[config.mk]
export PLATFORM = sky130hd
export DESIGN_NAME = io_input_conditioner
export DESIGN_NICKNAME = d
export VERILOG_FILES = /design/src/rtl/io_input_conditioner_pkg.sv /design/src/rtl/io_debounce_bit.sv /design/src/rtl/io_input_conditioner.sv
export SDC_FILE = /design/constraint.sdc
export NUM_CORES = 1
export LEC_CHECK = 0
export BUFFER_PORTS_ARGS = -buffer_cell sky130_fd_sc_hd__buf_2
export CORE_MARGIN = 2
export CORE_UTILIZATION = 55
export DETAILED_ROUTE_END_ITERATION = 6
export GPL_TIMING_DRIVEN = 0
export PLACE_DENSITY = 0.71
export SETUP_SLACK_MARGIN = 0.5
export SYNTH_ARGS = -nofsm -noshare
export SYNTH_HDL_FRONTEND = slang
export SYNTH_SLANG_ARGS = --single-unit
[constraint.sdc]
create_clock -name clock -period 2.7 [get_ports clock]
set_clock_uncertainty 0.2 [all_clocks]
set_input_delay 0.54 -clock clock [delete_from_list [all_inputs] [get_ports clock]]
set_output_delay 0.54 -clock clock [all_outputs]
set_load 0.03 [all_outputs]
[src/rtl/io_input_conditioner_pkg.sv]
// Shared constants for the board input conditioner and the data_memory IO read map.
package io_input_conditioner_pkg;

    localparam int unsigned N_SW_DEFAULT  = 10;
    localparam int unsigned N_KEY_DEFAULT = 4;

    // Bit positions of each field inside io_input_bus, as seen by data_memory.
    localparam int unsigned SW_LSB      = 0;
    localparam int unsigned KEY_LSB     = 10;
    localparam int unsigned IO_IN_WIDTH = 14;

    typedef logic [IO_IN_WIDTH-1:0] io_in_bus_t;

    // Width of a debounce counter able to hold 0..stable.
    function automatic int unsigned cnt_width(int unsigned stable);
        return $clog2(stable + 1);
    endfunction

endpackage

[src/rtl/io_debounce_bit.sv]
// One input bit: 2-flop synchroniser followed by a tick-sampled debouncer.
module io_debounce_bit
    import io_input_conditioner_pkg::*;
#(
    parameter int unsigned STABLE_SAMPLES = 4
) (
    input  logic clock,
    input  logic reset,
    input  logic tick,
    input  logic raw_in,
    output logic level_out
);

    localparam int unsigned     CW       = cnt_width(STABLE_SAMPLES);
    localparam logic [CW-1:0]   CNT_LAST = CW'(STABLE_SAMPLES - 1);

    logic          sync1;
    logic          sync2;
    logic [CW-1:0] cnt;

    // Synchronise the raw pin, then on each tick count consecutive mismatches.
    always_ff @(posedge clock) begin
        if (!reset) begin
            sync1     <= 1'b0;
            sync2     <= 1'b0;
            cnt       <= '0;
            level_out <= 1'b0;
        end else begin
            sync1 <= raw_in;
            sync2 <= sync1;
            if (tick) begin
                if (sync2 == level_out) begin
                    cnt <= '0;
                end else if (cnt == CNT_LAST) begin
                    level_out <= sync2;
                    cnt       <= '0;
                end else begin
                    cnt <= cnt + 1'b1;
                end
            end
        end
    end

endmodule

[src/rtl/io_input_conditioner.sv]
// Conditions slide switches and push-buttons into stable, active-high levels
// for the data_memory IO read path, plus one-cycle key press pulses.
// Optional macro KEY_LATCH_EN: key field of io_input_bus shows sticky press
// latches (cleared by key_clear) instead of the debounced key levels.
module io_input_conditioner
    import io_input_conditioner_pkg::*;
#(
    parameter int unsigned N_SW           = N_SW_DEFAULT,
    parameter int unsigned N_KEY          = N_KEY_DEFAULT,
    parameter int unsigned PRESCALE       = 50000,
    parameter int unsigned STABLE_SAMPLES = 4,
    parameter bit          KEY_ACTIVE_LOW = 1'b1
) (
    input  logic                  clock,
    input  logic                  reset,
    input  logic [N_SW-1:0]       sw_in,
    input  logic [N_KEY-1:0]      key_in,
    input  logic [N_KEY-1:0]      key_clear,
    output logic [N_SW+N_KEY-1:0] io_input_bus,
    output logic [N_KEY-1:0]      key_event
);

    localparam int unsigned   N_IN     = N_SW + N_KEY;
    localparam int unsigned   PW       = (PRESCALE > 1) ? $clog2(PRESCALE) : 1;
    localparam logic [PW-1:0] PRE_LAST = PW'(PRESCALE - 1);

    logic [PW-1:0]    pre_cnt;
    logic             tick;
    logic [N_IN-1:0]  raw;
    logic [N_IN-1:0]  level;
    logic [N_KEY-1:0] key_level_d;

    // Keys are normalised to active-high before the synchroniser; switches pass through.
    assign raw  = {key_in ^ {N_KEY{KEY_ACTIVE_LOW}}, sw_in};
    assign tick = (pre_cnt == PRE_LAST);

    // Free-running sample prescaler, 0..PRESCALE-1.
    always_ff @(posedge clock) begin
        if (!reset) begin
            pre_cnt <= '0;
        end else if (tick) begin
            pre_cnt <= '0;
        end else begin
            pre_cnt <= pre_cnt + 1'b1;
        end
    end

    for (genvar i = 0; i < N_IN; i++) begin : g_bit
        io_debounce_bit #(
            .STABLE_SAMPLES(STABLE_SAMPLES)
        ) u_debounce (
            .clock    (clock),
            .reset    (reset),
            .tick     (tick),
            .raw_in   (raw[i]),
            .level_out(level[i])
        );
    end

    // Rising-edge detect on debounced key levels; pulse lands the cycle after the level rises.
    always_ff @(posedge clock) begin
        if (!reset) begin
            key_level_d <= '0;
            key_event   <= '0;
        end else begin
            key_level_d <= level[N_IN-1:N_SW];
            key_event   <= level[N_IN-1:N_SW] & ~key_level_d;
        end
    end

`ifdef KEY_LATCH_EN
    logic [N_KEY-1:0] key_latch;
    logic [N_SW-1:0]  sw_bus;

    // Sticky press latches (set beats clear) and registered switch levels.
    always_ff @(posedge clock) begin
        if (!reset) begin
            key_latch <= '0;
            sw_bus    <= '0;
        end else begin
            key_latch <= (key_latch & ~key_clear) | key_event;
            sw_bus    <= level[N_SW-1:0];
        end
    end

    assign io_input_bus = {key_latch, sw_bus};
`else
    logic unused_key_clear;
    assign unused_key_clear = ^key_clear;

    // Registered copy of all debounced levels.
    always_ff @(posedge clock) begin
        if (!reset) begin
            io_input_bus <= '0;
        end else begin
            io_input_bus <= level;
        end
    end
`endif

endmodule
==> results of run 1 <==
==> state kept, by name, indices dropped and copies added, names as in the netlist <==
| signal | cells |
|---|---|
| g_bit.u_debounce.cnt | 42 |
| pre_cnt | 16 |
| g_bit.u_debounce.level_out | 14 |
| g_bit.u_debounce.sync1 | 14 |
| g_bit.u_debounce.sync2 | 14 |
| io_input_bus | 10 |
| key_event | 4 |
| key_level_d | 4 |
==> per-stage QoR <==
| step | hold WS, ns | cells | instance area, um^2 |
|---|---|---|---|
| 3_5_place_dp | 0.2003 | 589 | 4806 |
| 4_1_cts | 0.01388 | 628 | 5534 |
| 2_1_floorplan | 0.2069 | 452 | 4514 |
| 3_3_place_gp | 0.1890 | 589 | 4806 |
| 5_1_grt | 0.003814 | 628 | 5547 |
| 6_report | 0.02224 | 628 | 5547 |
==> layout make-up <==
class                      instances  share of cell area (%)
inverter                           7                  0.4737
clock inverter                    12                   3.564
buffer                            22                   1.917
timing repair buffer              39                   4.015
sequential                       118                   42.63
multi-input combinational        305                   36.81
clock buffer                      20                   8.211
tap                              105                   2.369
==> per-layer routing <==
layer / vias up / part of all wire (%) / GRT usage (%)
met3: 10 / 3.9 / 7.662
li1: 1691 / - / -
met2: 68 / 50 / 40.65
met1: 1631 / 45 / 27.03
met4: 0 / 1.0 / 9.541
met5: - / 0 / 0
==> cell usage in the layout (no fill, tap or decap), types with 2 or more instances in the layout <==
cell | netlist | final
dfxtp_1 | 118 | 116
nand2_1 | 51 | 51
and2_1 | 35 | 35
buf_2 | 3 | 34
a21boi_0 | 27 | 25
o21ai_0 | 24 | 23
xnor2_1 | 21 | 21
nor2_1 | 17 | 17
clkbuf_16 | 0 | 16
ha_1 | 15 | 14
nand2b_1 | 13 | 13
and3_1 | 13 | 13
clkbuf_1 | 17 | 12
o31ai_1 | 12 | 12
nand4b_1 | 11 | 11
or4b_1 | 9 | 9
nor2b_1 | 7 | 7
inv_1 | 7 | 7
nand3_1 | 7 | 6
clkbuf_2 | 1 | 5
xor2_1 | 5 | 5
a21oi_1 | 5 | 5
nor3_1 | 5 | 5
bufinv_16 | 0 | 5
nand4_1 | 4 | 4
or4_1 | 4 | 4
a21boi_1 | 3 | 4
clkbuf_8 | 0 | 4
dlygate4sd3_1 | 0 | 4
or2_2 | 3 | 3
nand3b_1 | 3 | 3
a41o_1 | 3 | 3
clkinv_2 | 0 | 3
buf_4 | 0 | 3
and4bb_2 | 2 | 2
clkbuf_4 | 0 | 2
or3_1 | 2 | 2
clkinvlp_4 | 0 | 2
dfxtp_2 | 0 | 2
==> path summary, 6_finish.rpt <==
| kind | start | endpoint | slack [ns] |
|---|---|---|---|
| worst min-delay path | sw_in[7] | g_bit[7].u_debounce.sync1 | 0.02 |
| worst min register to register | key_level_d[2] | key_event[2] | 0.20 |
| worst max register to register | pre_cnt[0] | g_bit[6].u_debounce.cnt[0] | 0.55 |
| worst max-delay path | pre_cnt[0] | g_bit[6].u_debounce.cnt[0] | 0.55 |
==> power groups by stage <==
stage | Combinational, mW | Clock (mW) | Sequential, mW
2_1_floorplan | 0.0512 | 0 | 1.81
3_3_place_gp | 0.0813 | 0 | 1.82
3_5_place_dp | 0.0820 | 0 | 1.82
4_1_cts | 0.0878 | 2.47 | 1.78
5_1_grt | 0.0988 | 2.57 | 1.78
6_report | 0.0876 | 2.45 | 1.78
==> repair_timing <==
| action | CTS | global route |
|---|---|---|
| setup endpoints to repair | 50 | 59 |
| hold buffers | 4 | 0 |
| gates resized for setup | 8 | 7 |
| hold endpoints to repair | 4 | 0 |
| setup buffers | 3 | 0 |
==> logic make-up after synthesis <==
kind of cell	synth area share [%]
and+or+nand+nor	24.92
xor gates and xnor gates	5.044
buffers and inverters	2.688
AOI/OAI and AO/OA	10.86
DFF	52.33
adders and majority gates	4.157
==> worst register-to-register path, cell delays in order, from the launching register on <==
cell and delay, ns:
dfxtp_2 0.36, ha_2 0.23, nand3_2 0.12, nand4b_4 0.26
buf_4 0.20, or4b_1 0.51, a21boi_0 0.18
==> flow_summary.json, run 1 <==
{
  "dpl.hpwl_mm": 6.096,
  "path_clk_slew_ns": 0.06,
  "num_antenna_cells": 0,
  "p_sw_mw": 0.8445,
  "cellPowerDensity_nw_per_um2": 777.9,
  "worst_pin_slew_ns": 0.6858,
  "synthDistinctLibCells": 35,
  "grt_pass1_vias": 3322,
  "pre_cts_ws_ns": 0.3556,
  "syn_avg_cell_area_um2": 9.987,
  "antenna_found_initial": 0,
  "layout.nets": 545,
  "cp_max_fo": 6,
  "slowest_stage": "or4b_1",
  "synth_area_leaders": "dfxtp_1 (52%), and2_1 (4.9%), a21boi_0 (4.5%)",
  "p_clk_share_pct": 56.7,
  "hold-path-cell-count": 2,
  "clock_latency_ns": 0.52,
  "area_delta_synth_final_pct": 22.87,
  "min_period_over_period_pct": 79.67,
  "die-area_um2": 8948,
  "post_drt_wl_per_cell_um": 15.62,
  "coreArea_um2": 8093,
  "clock.fmax_ghz": 0.4649,
  "crit_path_end_kind": "flip-flop",
  "cts_tree": "yes",
  "comb_power_share_pct": 2.0,
  "vias": 3400,
  "overflow": 0,
  "grt_use_total_pct": 23.58,
  "crit_cells": 6,
  "htreeDepth": 4,
  "die_w_um": 94.60,
  "hold_class": "in2reg",
  "routed_wirelength_mm": 9.811,
  "nFillCells": 642,
  "timing.max_cap.violations": 0,
  "die_h_um": 94.60,
  "slowest_delay_ns": 0.51,
  "grt_max_degree": 17,
  "cts.sink_count": 118,
  "cts_buffers": 17,
  "root_buffer": "clkbuf_8",
  "rr_worst_depth": 6,
  "drt_iter0_markers": 154,
  "register_area_um2": 2365,
  "io_pins": 38,
  "start_util_pct": 55.78,
  "power_switching_share_pct": 19.57,
  "ir_drop_mv": 0.5547,
  "p_leak_nw": 2.289,
  "async_flop_share_pct": 0,
  "ys_seq_area_share_pct": 52.33,
  "syn-num-nets": 487,
  "crit_arrival_ns": 2.38,
  "syn-instance-count": 452,
  "setup_viol": 0,
  "drive_gt1_share_pct": 17.02,
  "rows": 33,
  "ys_seq_elements": 118,
  "yosys_warnings": 0,
  "post_drt_via_cell_ratio": 5.414,
  "drc": 0,
  "synth_common_cells": "dfxtp_1 (118), nand2_1 (51), and2_1 (35)",
  "yosysMostFrequentCell": "dfxtp_1",
  "rsz0062_at_grt": "true",
  "fin_crit_ns": 2.151,
  "drtAntennaViolNets": 0,
  "grt_pass1_wl_mm": 15.62,
  "cp_top_family": "simple AND/OR/NAND/NOR gates",
  "yosysTopAreaCellShare_pct": 52.33,
  "hold_viol_final": 0,
  "status": "finished clean",
  "pwr-share-seq_pct": 41.3,
  "cp_num_buf_inv": 1,
  "crit_chain": "ha_2 > nand3_2 > nand4b_4 > buf_4 > or4b_1 > a21boi_0",
  "first_pass_iters": 4,
  "syn_area_um2": 4514,
  "worstSetupPathType": "reg2reg",
  "cp.required_ns": 2.92,
  "multi_input_area_um2": 2042,
  "routabilityCongestion": 0.7680,
  "clockBufferDepth": 2,
  "slew-limit-headroom_pct": 54.28,
  "p_total_mw": 4.315,
  "finalWorstSetupSlack_ns": 0.5489,
  "ys.flop_type": "dfxtp_1",
  "synth_edf_count": 0,
  "synth_top_area_cell": "dfxtp_1",
  "utilization_pct": 68.54,
  "setup_tns_ns": 0,
  "cp-start-kind": "flip-flop",
  "p_int_mw": 3.470,
  "report.final.slew_viol_count": 0,
  "io_buffers": 32
}
Note: power is estimated with default switching activity, not from simulation.
==> inputs of run 2 (changes only) <==
==> constraint.sdc (replaced) <==
create_clock -name clock -period 2 [get_ports clock]
set_clock_uncertainty 0.2 [all_clocks]
set_input_delay 0.4 -clock clock [delete_from_list [all_inputs] [get_ports clock]]
set_output_delay 0.4 -clock clock [all_outputs]
set_load 0.03 [all_outputs]
==> flow_summary.json, run 2 (same netlist as run 1, synthesis figures left out) <==
{
  "status": "finished with violations",
  "failed_checks": "negative setup slack",
  "largest_register": "g_bit.u_debounce.cnt",
  "layout_commonest_cell": "dfxtp_1",
  "start_util_pct": 55.78,
  "hold_class": "in2reg",
  "first_pass_iters": 5,
  "htreeDepth": 4,
  "layout.nets": 571,
  "drive_gt1_share_pct": 29.51,
  "routabilityCongestion": 0.8158,
  "overflow": 0,
  "finalWorstSetupSlack_ns": -0.02330,
  "slowest_delay_ns": 0.53,
  "met2_usage_pct": 43.63,
  "use_met3_pct": 7.502,
  "root_buffer": "clkbuf_8",
  "clockBufferDepth": 2,
  "clock.fmax_ghz": 0.4942,
  "die-area_um2": 8948,
  "die_h_um": 94.60,
  "cellPowerDensity_nw_per_um2": 853.7,
  "reg.largest.list": "g_bit.u_debounce.cnt: 42 flops, pre_cnt: 16 flops",
  "cp.required_ns": 2.25,
  "cts_tree": "yes",
  "p_leak_nw": 2.478,
  "rr_worst_depth": 5,
  "clock_latency_ns": 0.51,
  "cp-start-kind": "flip-flop",
  "grtUsageMet1_pct": 30.44,
  "grt_use_total_pct": 25.63,
  "report.final.slew_viol_count": 0,
  "largest_reg_flops": 42,
  "timing.max_cap.violations": 0,
  "slew-limit-headroom_pct": 62.02,
  "area_delta_synth_final_pct": 36.34,
  "layout_common_cells": "dfxtp_1 (91), nand2_1 (50), and2_1 (35), buf_6 (24), dfxtp_2 (23)",
  "grt_pass1_vias": 3703,
  "path_clk_slew_ns": 0.06,
  "coreArea_um2": 8093,
  "hold_viol_final": 0,
  "vias": 3571,
  "drtAntennaViolNets": 0,
  "cts.sink_count": 118,
  "p_total_mw": 5.254,
  "fin_crit_ns": 2.023,
  "routed_wirelength_mm": 10.50,
  "crit_path_end_kind": "flip-flop",
  "min_period_over_period_pct": 101.2,
  "setup_tns_ns": -0.06048,
  "io_pins": 38,
  "worst_pin_slew_ns": 0.5697,
  "rows": 33,
  "setup_viol": 7,
  "post_drt_wl_per_cell_um": 16.05,
  "crit_chain": "nor4b_4 > nand4b_4 > buf_6 > or4b_4 > a21boi_2",
  "hold-path-cell-count": 2,
  "slowest_stage": "or4b_4",
  "cp_max_fo": 5,
  "num_antenna_cells": 0,
  "dpl.hpwl_mm": 6.078,
  "worstSetupPathType": "reg2reg",
  "rsz0062_at_grt": "true",
  "post_drt_via_cell_ratio": 5.460,
  "drt_iter0_markers": 162,
  "grt_pass1_wl_mm": 17.53,
  "ir_drop_mv": 0.6102,
  "cts_buffers": 17,
  "antenna_found_initial": 0,
  "drc": 0,
  "crit_arrival_ns": 2.28,
  "die_w_um": 94.60,
  "io_buffers": 32,
  "busiest_layer": "met2",
  "grt_max_degree": 17
}
==> run 2: cell count changes in the layout (fill, tap and decap cells not counted), sizes merged <==
| cell | before | now |
|---|---|---|
| inv | 8 | 9 |
| dlygate4sd3 | 4 | 14 |
| buf | 38 | 55 |
| clkbuf | 39 | 37 |
| clkinvlp | 2 | 5 |
| bufinv | 5 | 0 |
| clkinv | 4 | 6 |
==> run 2: path summary, 6_finish.rpt <==
check | start | end | slack [ns]
hold / removal | reset | io_input_bus[6] | 0.20
hold reg to reg | key_level_d[3] | key_event[3] | 0.22
setup reg to reg | pre_cnt[7] | g_bit[13].u_debounce.cnt[0] | -0.02
setup / recovery | pre_cnt[7] | g_bit[13].u_debounce.cnt[0] | -0.02
==> run 2: what timing repair did <==
item | 4_1_cts | 5_1_grt
hold buffers | 14 | 0
hold endpoints to repair | 14 | 0
pin swaps | 8 | 40
gates resized for setup | 104 | 52
cloned | 3 | 0
endpoints found under the setup margin | 89 | 92
buffers inserted | 13 | 3
==> run 2: metrics by stage <==
| stage | worst slack, ns | hold slack, ns | cell area, um^2 | instances | utilization (%) |
|---|---|---|---|---|---|
| 2_1_floorplan | 0.1983 | 0.2069 | 4582 | 452 | - |
| 3_3_place_gp | -0.1212 | 0.1920 | 4873 | 589 | 60.22 |
| 3_5_place_dp | -0.1455 | 0.2060 | 4873 | 589 | 60.22 |
| 4_1_cts | -0.006898 | 0.1737 | 6013 | 651 | 74.30 |
| 5_1_grt | -0.09138 | 0.2129 | 6155 | 654 | 76.05 |
| 6_report | -0.02330 | 0.1957 | 6155 | 654 | 76.05 |
==> run 2: per-layer routing <==
layer | part of all wire (%) | vias to the layer above
li1 | - | 1735
met1 | 44 | 1731
met2 | 50 | 78
met3 | 4.4 | 27
met4 | 2.2 | 0
met5 | 0 | -
==> run 2: area by class of cell <==
type / instances / area, um^2
Buffer: 22 / 227.7
Clock buffer: 19 / 441.7
Clock inverter: 13 / 100.1
Fill cell: 551 / 1938
Inverter: 7 / 26.28
Multi-Input combinational cell: 305 / 2187
Sequential cell: 118 / 2406
Tap cell: 105 / 131.4
Timing Repair Buffer: 65 / 634.4
==> run 2: where the power goes <==
group / switching (mW) / total (mW) / internal, mW
logic: 0.0707 / 0.143 / 0.0722
clock network: 1.12 / 2.71 / 1.59
registers: 0.0186 / 2.40 / 2.38
total: 1.21 / 5.25 / 4.05
==> run 2: worst max-delay path, delay by kind of cell, from the launching register on <==
| kind | cells | cell delay, ns |
|---|---|---|
| AND/OR/NAND/NOR | 3 | 1.10 |
| AO/OA/AOI/OAI | 1 | 0.14 |
| buffers and inverters | 1 | 0.18 |
| flip-flops | 1 | 0.35 |
==> inputs of run 3 (changes only) <==
--- a/config.mk
+++ b/config.mk
@@ -6,11 +6,12 @@
 export NUM_CORES = 1
 export LEC_CHECK = 0
 export BUFFER_PORTS_ARGS = -buffer_cell sky130_fd_sc_hd__buf_2
-export CORE_MARGIN = 2
+export CORE_MARGIN = 3
 export CORE_UTILIZATION = 55
 export DETAILED_ROUTE_END_ITERATION = 6
 export GPL_TIMING_DRIVEN = 0
 export PLACE_DENSITY = 0.71
+export REMOVE_ABC_BUFFERS = 1
 export SETUP_SLACK_MARGIN = 0.5
 export SYNTH_ARGS = -nofsm -noshare
 export SYNTH_HDL_FRONTEND = slang
==> flow_summary.json, run 3 (same netlist as run 1, synthesis figures left out) <==
{
  "clock.fmax_ghz": 0.4826,
  "hold_viol_final": 0,
  "rsz0062_at_grt": "true",
  "setup_tns_ns": -0.2034,
  "routed_wirelength_mm": 10.57,
  "first_pass_iters": 4,
  "die_w_um": 96.60,
  "area_delta_synth_final_pct": 38.86,
  "start_util_pct": 57.53,
  "largest_register": "g_bit.u_debounce.cnt",
  "worstHoldStart": "key_level_d[2]",
  "largest_reg_flops": 42,
  "crit_path_end_kind": "flip-flop",
  "grt_pass1_wl_mm": 16.86,
  "timing.max_cap.violations": 0,
  "die_h_um": 96.60,
  "placed_cells": 565,
  "dpl.hpwl_mm": 4.200,
  "setup_viol": 9,
  "worstSetupPathType": "reg2reg",
  "cp_num_buf_inv": 1,
  "grt_use_total_pct": 23.80,
  "hold-path-cell-count": 1,
  "layout_commonest_cell": "dfxtp_1",
  "cp-start-kind": "flip-flop",
  "post_drt_wl_per_cell_um": 16.31,
  "crit_arrival_ns": 2.31,
  "status": "finished with violations",
  "ir_drop_mv": 0.8063,
  "drc": 0,
  "cp_max_fo": 12,
  "grt_pass1_vias": 3611,
  "r2r-start": "pre_cnt[7]",
  "rr_worst_depth": 5,
  "slowest_stage": "or4b_1",
  "worst_pin_slew_ns": 0.8111,
  "coreArea_um2": 7848,
  "cellPowerDensity_nw_per_um2": 896.8,
  "finalWorstSetupSlack_ns": -0.07228,
  "drt_iter0_markers": 177,
  "reg.largest.list": "g_bit.u_debounce.cnt: 42 flops, pre_cnt: 16 flops",
  "cp_top_family": "simple AND/OR/NAND/NOR gates",
  "reg2reg_slack_ns": -0.07,
  "grt_max_degree": 102,
  "slowest_delay_ns": 0.48,
  "min_period_over_period_pct": 103.6,
  "cts.sink_count": 118,
  "p_leak_nw": 2.590,
  "clockBufferDepth": 2,
  "cts_tree": "yes",
  "path_clk_slew_ns": 0.06,
  "fin_crit_ns": 2.072,
  "crit-reg2reg-capture": "g_bit[0].u_debounce.cnt[0]",
  "die-area_um2": 9331,
  "hold_class": "reg2reg",
  "post_drt_via_cell_ratio": 5.465,
  "drive_gt1_share_pct": 30.40,
  "drtAntennaViolNets": 0,
  "num_antenna_cells": 0,
  "htreeDepth": 4,
  "holdPathEnd": "key_event[2]",
  "overflow": 0,
  "crit_chain": "nor4b_4 > nand4b_4 > buf_12 > or4b_1 > a21boi_1",
  "layout.nets": 568,
  "io_pins": 38,
  "root_buffer": "clkbuf_8",
  "slew-limit-headroom_pct": 45.93,
  "rows": 32,
  "instances_no_fill": 648,
  "failed_checks": "negative setup slack",
  "cts_buffers": 17,
  "report.final.slew_viol_count": 0,
  "vias": 3541,
  "cp.required_ns": 2.23,
  "layout_common_cells": "dfxtp_1 (91), nand2_1 (51), and2_1 (35), buf_6 (25), dfxtp_2 (22)",
  "routabilityCongestion": 0.7309,
  "antenna_found_initial": 0,
  "io_buffers": 33,
  "clock_latency_ns": 0.52
}
[run 3: changes by cell type in the layout (fill, tap and decap cells not counted), moves of 6 or more]
| cell | before | now |
|---|---|---|
| clkbuf_1 | 10 | 0 |
| o21ai_1 | 10 | 1 |
| buf_4 | 10 | 17 |
| o21ai_0 | 5 | 12 |
| buf_12 | 2 | 8 |
[run 3: through the flow]
| stage | power, mW | utilization (%) | setup slack (ns) | area, um^2 | hold slack (ns) |
|---|---|---|---|---|---|
| after global placement | 2.542 | 60.04 | -0.7546 | 4712 | 0.1921 |
| after global routing | 5.806 | 79.88 | -0.1297 | 6269 | 0.2159 |
| after detailed placement | 2.545 | 60.04 | -0.8178 | 4712 | 0.1961 |
| after CTS | 5.654 | 77.54 | 0.04024 | 6085 | 0.2051 |
| after floorplan | 2.496 | - | -0.2972 | 4419 | 0.2069 |
| final | 5.622 | 79.88 | -0.07228 | 6269 | 0.2048 |
[run 3: power by group]
group          leakage [nW]  internal [mW]  switching [mW]  total, mW
sequential            0.972           2.38          0.0200       2.40
clock                 0.288           2.04            1.06       3.10
combinational          1.33         0.0660          0.0590      0.125
[run 3: worst max path at each step]
stage | slack [ns] | start | cells past startpoint | to
after floorplan | -0.30 | pre_cnt[0] | 5 | g_bit[11].u_debounce.cnt[0]
after global placement | -0.75 | pre_cnt[0] | 5 | g_bit[2].u_debounce.level_out
after detailed placement | -0.82 | pre_cnt[0] | 5 | g_bit[7].u_debounce.cnt[2]
after CTS | 0.04 | pre_cnt[11] | 5 | g_bit[7].u_debounce.cnt[0]
after global routing | -0.13 | pre_cnt[7] | 5 | g_bit[0].u_debounce.cnt[0]
final | -0.07 | pre_cnt[7] | 5 | g_bit[0].u_debounce.cnt[0]
[run 3: worst register-to-register path, cell delays in order (launching register included)]
cell      delay [ns]
dfxtp_4         0.35
nor4b_4         0.40
nand4b_4        0.18
buf_12          0.18
or4b_1          0.49
a21boi_1        0.20
[run 3: metal layers]
| metal | track usage [%] | wire, um | share of wire, % | vias up |
|---|---|---|---|---|
| li1 | - | - | - | 1745 |
| met1 | 26.78 | 4450 | 42 | 1703 |
| met2 | 41.72 | 5545 | 52 | 81 |
| met3 | 7.514 | 429 | 4.1 | 12 |
| met4 | 9.463 | 146 | 1.4 | 0 |
| met5 | 0 | 0 | 0 | - |
[run 3: cell type report]
class,count,area (um^2)
clock buffers,18,427.9
repair buffers,80,832.0
fillers,455,1579
inverters,7,26.28
well taps,102,127.6
multi-input cells,309,2263
clock inverters,14,182.7
flip-flops and latches,118,2409
[run 3: what timing repair did]
action	CTS	global route
gates cloned	5	1
hold buffers	14	0
resized for setup	104	48
buffers inserted	26	5
hold endpoints to repair	14	0
endpoints found under the setup margin	91	89
pin swaps	19	21
